`config.mk`:
```
export PLATFORM = sky130hd
export DESIGN_NAME = instr_fetch
export DESIGN_NICKNAME = d
export VERILOG_FILES = /design/src/rtl/core_pkg.sv /design/src/rtl/fetch_fifo.sv /design/src/rtl/instr_fetch.sv
export SDC_FILE = /design/constraint.sdc
export NUM_CORES = 1
export LEC_CHECK = 0
export ABC_AREA = 0
export CORE_ASPECT_RATIO = 1.2
export CORE_MARGIN = 2
export CORE_UTILIZATION = 35
export CTS_BUF_LIST = sky130_fd_sc_hd__clkbuf_16
export CTS_CLUSTER_DIAMETER = 60
export DETAILED_ROUTE_END_ITERATION = 7
export PLACE_DENSITY = 0.61
export SETUP_SLACK_MARGIN = 0.15
export SYNTH_ARGS = -nofsm -noshare
export SYNTH_HDL_FRONTEND = slang
export SYNTH_SLANG_ARGS = --single-unit
```
`constraint.sdc`:
```
create_clock -name clk -period 2 [get_ports clk]
set_input_delay 0.3 -clock clk [delete_from_list [all_inputs] [get_ports clk]]
set_output_delay 0.3 -clock clk [all_outputs]
set_load 0.02 [all_outputs]
```
`src/rtl/core_pkg.sv`:
```
// Shared core types and constants for the fetch front end.
// Holds the reset PC, the NOP encoding and the fetch entry bundle.
package core_pkg;

    localparam int XLEN = 32;

    localparam logic [XLEN-1:0] RESET_PC_DEFAULT = 32'h0000_0000;
    localparam logic [XLEN-1:0] NOP_INSTR        = 32'h0000_0013;

    typedef struct packed {
        logic [XLEN-1:0] pc;
        logic [XLEN-1:0] instr;
    } fetch_entry_t;

endpackage

```
`src/rtl/fetch_fifo.sv`:
```
// Small synchronous FIFO with push/pop/flush and an occupancy count.
// Ports: push_i/data_i write, pop_i/data_o read head, flush_i empties,
// valid_o/full_o/count_o report occupancy. All outputs are registered state.
module fetch_fifo
    import core_pkg::*;
#(
    parameter int  DEPTH   = 2,
    parameter type T       = fetch_entry_t,
    parameter T    RST_VAL = '0,
    localparam int AW      = $clog2(DEPTH),
    localparam int CW      = AW + 1
) (
    input  logic          clk,
    input  logic          rst_n,
    input  logic          push_i,
    input  T              data_i,
    input  logic          pop_i,
    input  logic          flush_i,
    output T              data_o,
    output logic          valid_o,
    output logic          full_o,
    output logic [CW-1:0] count_o
);

    T              mem_q [DEPTH];
    logic [AW-1:0] rd_q;
    logic [AW-1:0] wr_q;
    logic [CW-1:0] cnt_q;
    logic          pop_ok;

    // A pop on an empty FIFO is ignored.
    assign pop_ok = pop_i && (cnt_q != '0);

    always_ff @(posedge clk or negedge rst_n) begin
        if (!rst_n) begin
            rd_q  <= '0;
            wr_q  <= '0;
            cnt_q <= '0;
            for (int i = 0; i < DEPTH; i++) begin
                mem_q[i] <= RST_VAL;
            end
        end else if (flush_i) begin
            rd_q  <= wr_q;
            cnt_q <= '0;
        end else begin
            if (push_i) begin
                mem_q[wr_q] <= data_i;
                wr_q        <= wr_q + AW'(1);
            end
            if (pop_ok) begin
                rd_q <= rd_q + AW'(1);
            end
            unique case ({push_i, pop_ok})
                2'b10:   cnt_q <= cnt_q + CW'(1);
                2'b01:   cnt_q <= cnt_q - CW'(1);
                default: cnt_q <= cnt_q;
            endcase
        end
    end

    assign data_o  = mem_q[rd_q];
    assign valid_o = (cnt_q != '0);
    assign full_o  = (cnt_q == CW'(DEPTH));
    assign count_o = cnt_q;

`ifndef SYNTHESIS
    a_no_overflow: assert property (
        @(posedge clk) disable iff (!rst_n)
        !(push_i && full_o && !pop_i && !flush_i)
    );
    a_count_max: assert property (
        @(posedge clk) disable iff (!rst_n)
        cnt_q <= CW'(DEPTH)
    );
`endif

endmodule

```
`src/rtl/instr_fetch.sv`:
```
// Instruction fetch: owns the PC, fetches from imem, queues {pc, instr}.
// Ports: imem_addr_o/imem_instr_i memory side, halt_i/redirect_* control,
// instr_o/pc_o/valid_o/ready_i decode handshake, count_o queue occupancy.
module instr_fetch
    import core_pkg::*;
#(
    parameter int              DATA_WIDTH = 32,
    parameter int              FIFO_DEPTH = 2,
    parameter logic [DATA_WIDTH-1:0] RESET_PC = RESET_PC_DEFAULT,
    localparam int             CW         = $clog2(FIFO_DEPTH) + 1
) (
    input  logic                  clk,
    input  logic                  rst_n,
    output logic [DATA_WIDTH-1:0] imem_addr_o,
    input  logic [DATA_WIDTH-1:0] imem_instr_i,
    input  logic                  halt_i,
    input  logic                  redirect_i,
    input  logic [DATA_WIDTH-1:0] redirect_pc_i,
    output logic [DATA_WIDTH-1:0] instr_o,
    output logic [DATA_WIDTH-1:0] pc_o,
    output logic                  valid_o,
    input  logic                  ready_i,
    output logic [CW-1:0]         count_o
);

    localparam fetch_entry_t RST_ENTRY = '{pc: RESET_PC, instr: NOP_INSTR};

    logic [DATA_WIDTH-1:0] pc_q;
    logic [DATA_WIDTH-1:0] pc_d;
    logic                  push;
    logic                  pop;
    logic                  full;
    logic                  head_valid;
    fetch_entry_t          wr_entry;
    fetch_entry_t          head;
    logic                  unused_lo;

    // Low target bits are dropped when aligning a redirect.
    assign unused_lo = ^redirect_pc_i[1:0];

    assign pop  = head_valid && ready_i;
    assign push = !redirect_i && !halt_i && (!full || pop);

    assign wr_entry = '{pc: pc_q, instr: imem_instr_i};

    always_comb begin
        pc_d = pc_q;
        unique case (1'b1)
            redirect_i: pc_d = {redirect_pc_i[DATA_WIDTH-1:2], 2'b00};
            push:       pc_d = pc_q + DATA_WIDTH'(4);
            default:    pc_d = pc_q;
        endcase
    end

    always_ff @(posedge clk or negedge rst_n) begin
        if (!rst_n) begin
            pc_q <= RESET_PC;
        end else begin
            pc_q <= pc_d;
        end
    end

    fetch_fifo #(
        .DEPTH   (FIFO_DEPTH),
        .T       (fetch_entry_t),
        .RST_VAL (RST_ENTRY)
    ) u_fifo (
        .clk     (clk),
        .rst_n   (rst_n),
        .push_i  (push),
        .data_i  (wr_entry),
        .pop_i   (pop),
        .flush_i (redirect_i),
        .data_o  (head),
        .valid_o (head_valid),
        .full_o  (full),
        .count_o (count_o)
    );

    assign imem_addr_o = pc_q;
    assign valid_o     = head_valid;
    // An empty queue shows a NOP; pc_o keeps the last head slot's PC.
    assign instr_o     = head_valid ? head.instr : NOP_INSTR;
    assign pc_o        = head.pc;

`ifndef SYNTHESIS
    a_pc_aligned: assert property (
        @(posedge clk) disable iff (!rst_n)
        pc_q[1:0] == 2'b00
    );
    a_count_le_depth: assert property (
        @(posedge clk) disable iff (!rst_n)
        count_o <= CW'(FIFO_DEPTH)
    );
`endif

endmodule

```
==> results of run 1 <==
sequential cells by signal, summed over array words and instances (netlist names):
register,count
u_fifo.rd_q,1
u_fifo.count_o,2
u_fifo.wr_q,1
imem_addr_o,30
u_fifo.mem_q,124
cell usage after synthesis, types with 6 or more instances:
cell / instances / area (sq um)
nor3_1: 6 / 30.0
nor2_1: 35 / 131
inv_1: 6 / 22.5
clkbuf_1: 13 / 48.8
mux2_2: 143 / 1610
mux2i_1: 33 / 330
buf_6: 6 / 67.6
buf_2: 6 / 30.0
dfstp_2: 6 / 158
o21ai_1: 7 / 35.0
nand4_1: 8 / 50.1
nand3_1: 7 / 35.0
mux2_1: 13 / 146
o21ai_0: 24 / 120
xnor2_1: 19 / 166
nand2_1: 43 / 161
dfrtp_1: 152 / 3800
xor2_1: 12 / 105
buf_4: 10 / 75.1
worst max-delay path by stage:
stage	end	slack, ps	cells past startpoint
global placement	u_fifo.mem_q[118]	-120	7
floorplan	u_fifo.mem_q[38]	170	6
CTS	pc_o[12]	-20	4
global route	pc_o[31]	-50	4
finish	pc_o[3]	-3	4
detailed placement	u_fifo.mem_q[8]	-180	7
timing repair:
item,in CTS,in global routing
hold buffers,1,0
endpoints found under the hold margin,42,0
endpoints found under the setup margin,132,169
resized for setup,359,172
buffers inserted,8,5
pin swaps,0,5
cloned,3,12
power breakdown:
part	switching, mW	total (mW)	internal, mW	leakage [nW]
combinational	2.86	7.23	4.37	3.17
sequential	0.848	5.44	4.59	1.89
clock	1.28	2.96	1.68	0.261
layer usage:
layer	part of all wire [%]	routed length (microns)	vias up
li1	-	-	2505
met1	43	9200	2802
met2	51	11100	126
met3	5.0	1080	21
met4	1.1	241	0
met5	0	0	-
cell families (layout without fill, tap and decap cells):
logic type	after synthesis	after routing	synth area share, %
xor gates and xnor gates	31	31	3.63
muxes	189	189	27.9
buffers and inverters	42	271	3.31
other	1	4	0.0501
and+or+nand+nor	132	132	9.59
adders and majority gates	1	1	0.167
DFF	158	158	52.9
AOI/OAI and AO/OA	36	36	2.49
cell type report:
cell class,count,area (sq um)
inverters,6,22.5
flip-flops and latches,158,3970
well taps,270,338
clock buffers,17,425
repair buffers,234,2610
multi-input cells,393,3830
fillers,1762,9670
clock inverters,14,106
per-stage QoR:
| step | total power [mW] | hold WS [ps] | cell area (sq um) |
|---|---|---|---|
| final | 15.6 | 238 | 11300 |
| after global routing | 16.4 | 257 | 11300 |
| after CTS | 14.3 | 208 | 10400 |
| after detailed placement | 11.1 | 260 | 9750 |
| after global placement | 10.8 | 254 | 9750 |
| after floorplan | 8.63 | 4.41 | 7510 |
critical path, cell delays in order (launching register included):
cell	delay [ps]
dfrtp_4	530
buf_4	160
buf_12	140
mux2_4	320
buf_6	130
==> run_results.csv, run 1 <==
group,metric,value,unit
status,outcome,"finished with violations",
status,violations,"negative setup slack",
place,numPlacedInstances,1032,
power,vdd_drop_max,0.000707,V
clock_tree,clk_pin_slew_worst_paths,60,ps
synthesis,avgSynthCellArea,12.7,sq um
cells_and_area,mostFrequentLayoutCell,"dfrtp_1",
place,gp_congestion,0.778,
grt,grt_use_met1,21.0,%
route,viasPerCell,4.99,
floorplan,dieHeight,164,microns
cells_and_area,final_cell_mix,"146 x dfrtp_1, 123 x mux2_4, 67 x clkdlybuf4s50_1",
min_path,hold_path_end,"u_fifo.rd_q",
route,wirelength,21600,microns
grt,gr-total-overflow,0,
synthesis,synth_cells,590,
place,io_buffers,161,
synthesis,synth_edf_count,0,
floorplan,num_rows,58,
synthesis,yosys_register_bits,158,
grt,grt_max_degree,67,
clock_tree,cts_root_buf,"clkbuf_16",
setup_path,worstPathRequired,1700,ps
route,antenna_left,0,
cells_and_area,fin_util,53.9,%
synthesis,synthArstFlopShare,100,%
place,hpwl,13100,microns
synthesis,yosysSeqAreaShare,52.9,%
setup_path,critPathLaunch,"u_fifo.rd_q",
floorplan,pin_count,168,
place,place_ws,-178,ps
setup_path,setup.worst_path.start_class,"flop",
grt,grt_usage,17.5,%
power,powerDensity,1380,nW/um^2
setup_path,r2r-start,"u_fifo.count_o[1]",
sta,fin_worst_skew,7.04,ps
setup_path,reg2reg_depth,7,
clock_tree,clock_latency,420,ps
setup_path,worstReg2RegEnd,"u_fifo.mem_q[125]",
synthesis,synth.cell_area,7490,sq um
route,remaining_drc_errors,0,
synthesis,yosysWarnings,0,
grt,grt_pass1_wl,30200,microns
floorplan,start_util,35.7,%
grt,met2_usage,30.7,%
sta,fin_tns_setup,-2.82,ps
min_path,min_path_cells,3,
setup_path,end_kind,"primary output",
synthesis,synthDistinctLibCells,45,
clock_tree,cts_made_buffers,17,
cells_and_area,drive_above_1_share,43.4,%
route,post_drt_wl_per_cell,19.8,microns
sta,period_minus_slack,2000,ps
sta,rsz0062_at_grt,"true",
clock_tree,h-tree-depth,4,
floorplan,core_area,21000,sq um
setup_path,cp.arrival,1700,ps
min_path,holdCritStartpoint,"redirect_i",
min_path,hold_path_class,"in -> reg",
floorplan,die_width,138,microns
grt,met3_usage,5.15,%
cells_and_area,nets,880,
synthesis,synthFlopType,"dfrtp_1",
grt,top_usage_layer,"met2",
clock_tree,clock_sinks,158,
grt,grt_pass1_vias,5762,
job,max_cap_viol_count,0,
grt,grt_antenna_before_repair,0,
floorplan,dieArea,22600,sq um
sta,max_freq,0.499,GHz
route,drt_pre_antenna_iters,5,
cells_and_area,instances_no_fill,1092,
cells_and_area,syn_to_final_growth,50.9,%
cells_and_area,antennaDiodeCount,0,
clock_tree,clockBufferDepth,2,
sta,fin_crit_sh,100,%
sta,fin_ws,-2.82,ps
clock_tree,cts_tree,"done",
route,first_iter_violations,208,
route,vias,5454,
setup_path,criticalPathCategory,"reg -> out",
sta,setup_violations,1,
setup_path,ff2ff_setup_slack,100,ps
setup_path,cp_max_fo,8,
power,leakagePower,5.32,nW
sta,slew_violations,0,
sta,finalHoldViolations,0,
No activity file was read; power rests on OpenSTA's default activity.
==> run 2, diff against run 1 <==
Settings changed: CORE_UTILIZATION 35 to 45, PLACE_DENSITY 0.61 to 0.75.
==> run_results.csv, run 2 (synthesized netlist as in run 1, its figures left out) <==
group,metric,value,unit
sta,fin_worst_skew,9.95,ps
grt,gr-total-overflow,0,
route,remaining_drc_errors,0,
floorplan,die_width,122,microns
clock_tree,cts_root_buf,"clkbuf_16",
clock_tree,clk_pin_slew_worst_paths,60,ps
route,first_iter_violations,289,
clock_tree,clock_latency,430,ps
cells_and_area,instances_no_fill,1054,
route,post_drt_wl_per_cell,20.3,microns
setup_path,ff2ff_setup_slack,-10,ps
route,vias,5671,
power,leakagePower,5.48,nW
setup_path,reg2reg_depth,9,
floorplan,num_rows,51,
setup_path,max_stage_delay,560,ps
setup_path,worstPathRequired,1700,ps
clock_tree,cts_tree,"done",
grt,grt_pass1_vias,6219,
cells_and_area,mostFrequentLayoutCell,"dfrtp_1",
status,violations,"negative setup slack",
sta,finalHoldViolations,0,
power,vdd_drop_max,0.000860,V
route,top_layer_used,"met5",
power,power_switching,5.10,mW
sta,rsz0062_at_grt,"true",
cells_and_area,final_cell_mix,"145 x dfrtp_1, 124 x mux2_4, 67 x clkdlybuf4s50_1, 67 x buf_4, 42 x nand2_1",
setup_path,cp_cell_sequence,"buf_6 > clkbuf_16 > mux2i_1 > nor2_1 > buf_4",
place,io_buffers,161,
grt,grt_pass1_wl,32300,microns
setup_path,crit_buf_inv,3,
route,wl_met1,8770,microns
route,antenna_left,0,
clock_tree,cts_made_buffers,17,
sta,fin_crit_sh,101,%
grt,grt_max_degree,49,
cells_and_area,nets,899,
floorplan,core_area,16300,sq um
job,max_cap_viol_count,0,
clock_tree,clock_sinks,158,
floorplan,start_util,46.0,%
power,swShare,32.3,%
setup_path,cp.arrival,1730,ps
power,powerDensity,1370,nW/um^2
setup_path,cp_max_fo,7,
sta,whs,371,ps
power,p_int,10.7,mW
sta,max_freq,0.493,GHz
route,wirelength,21400,microns
cells_and_area,registers.top_by_ff_count,"u_fifo.mem_q",
setup_path,critical-path-top-delay-family,"flip-flops",
clock_tree,clockBufferDepth,2,
floorplan,dieHeight,145,microns
place,gp_congestion,0.823,
setup_path,end_kind,"primary output",
sta,fin_ws,-27.0,ps
sta,setup_violations,24,
place,numPlacedInstances,973,
route,wl_met3,1140,microns
setup_path,worst_path_max_delay_cell,"dfrtp_4",
sta,slew_violations,0,
power,clkPwrFrac,19.2,%
route,viasPerCell,5.38,
sta,period_minus_slack,2030,ps
power,p_comb_share,46.0,%
place,hpwl,12600,microns
setup_path,setup.worst_path.start_class,"flop",
route,wl_met2,11100,microns
status,outcome,"finished with violations",
power,seq_power_share,34.9,%
route,drt_pre_antenna_iters,5,
setup_path,criticalPathCategory,"reg -> out",
cells_and_area,antennaDiodeCount,0,
cells_and_area,syn_to_final_growth,53.7,%
cells_and_area,drive_above_1_share,46.0,%
clock_tree,h-tree-depth,4,
setup_path,crit_cells,5,
cells_and_area,largest_register_ffs,124,
min_path,hold_path_class,"in -> async",
grt,grt_usage,23.3,%
grt,grt_antenna_before_repair,2,
floorplan,dieArea,17700,sq um
floorplan,pin_count,168,
[run 2: per-stage QoR]
| step | utilization [%] | worst slack, ps | TNS [ps] | power [mW] | cell area (sq um) |
|---|---|---|---|---|---|
| 2_1_floorplan | - | 171 | 0 | 8.63 | 7510 |
| 3_3_place_gp | 59.4 | -188 | -17730 | 10.8 | 9670 |
| 3_5_place_dp | 59.4 | -268 | -21440 | 11.1 | 9670 |
| 4_1_cts | 66.9 | -47.3 | -773 | 14.9 | 10900 |
| 5_1_grt | 70.7 | -80.6 | -2290 | 16.5 | 11500 |
| 6_report | 70.7 | -27.0 | -239 | 15.8 | 11500 |
[run 2: path summary, 6_finish.rpt]
check | from | endpoint
max | u_fifo.rd_q | instr_o[28]
min reg2reg | u_fifo.mem_q[42] | u_fifo.mem_q[42]
max reg2reg | u_fifo.count_o[0] | u_fifo.mem_q[94]
max in group asynchronous | rst_n | u_fifo.mem_q[105]
min in group clk | redirect_i | u_fifo.count_o[0]
min | rst_n | u_fifo.mem_q[93]
[run 2: final cells by class]
cell class	instances	area (sq um)
inverter	6	22.5
timing repair buffer	253	2840
tap	212	265
sequential	158	3970
multi-input combinational	393	3860
clock inverter	15	121
clock buffer	17	425
fill	1116	4760
[run 2: per-layer routing]
metal  global-route usage, %  vias to the layer above
li1                        -                     2557
met1                    28.7                     2914
met2                    39.7                      167
met3                    5.39                       29
met4                    8.39                        4
met5                       0                        -
[run 2: what timing repair did]
item	in CTS	in global routing
buffers inserted	24	8
gates cloned	8	8
setup endpoints to repair	148	208
hold buffers	1	0
resized for setup	430	101
hold endpoints to repair	39	0
pin swaps	6	7
[run 2: power by group through the flow]
stage	clock [mW]	sequential, mW	combinational [mW]
after floorplan	0	5.20	3.44
after global placement	0	5.27	5.52
after detailed placement	0	5.41	5.65
after CTS	3.07	5.39	6.46
after global routing	3.19	5.66	7.66
final	3.03	5.51	7.26
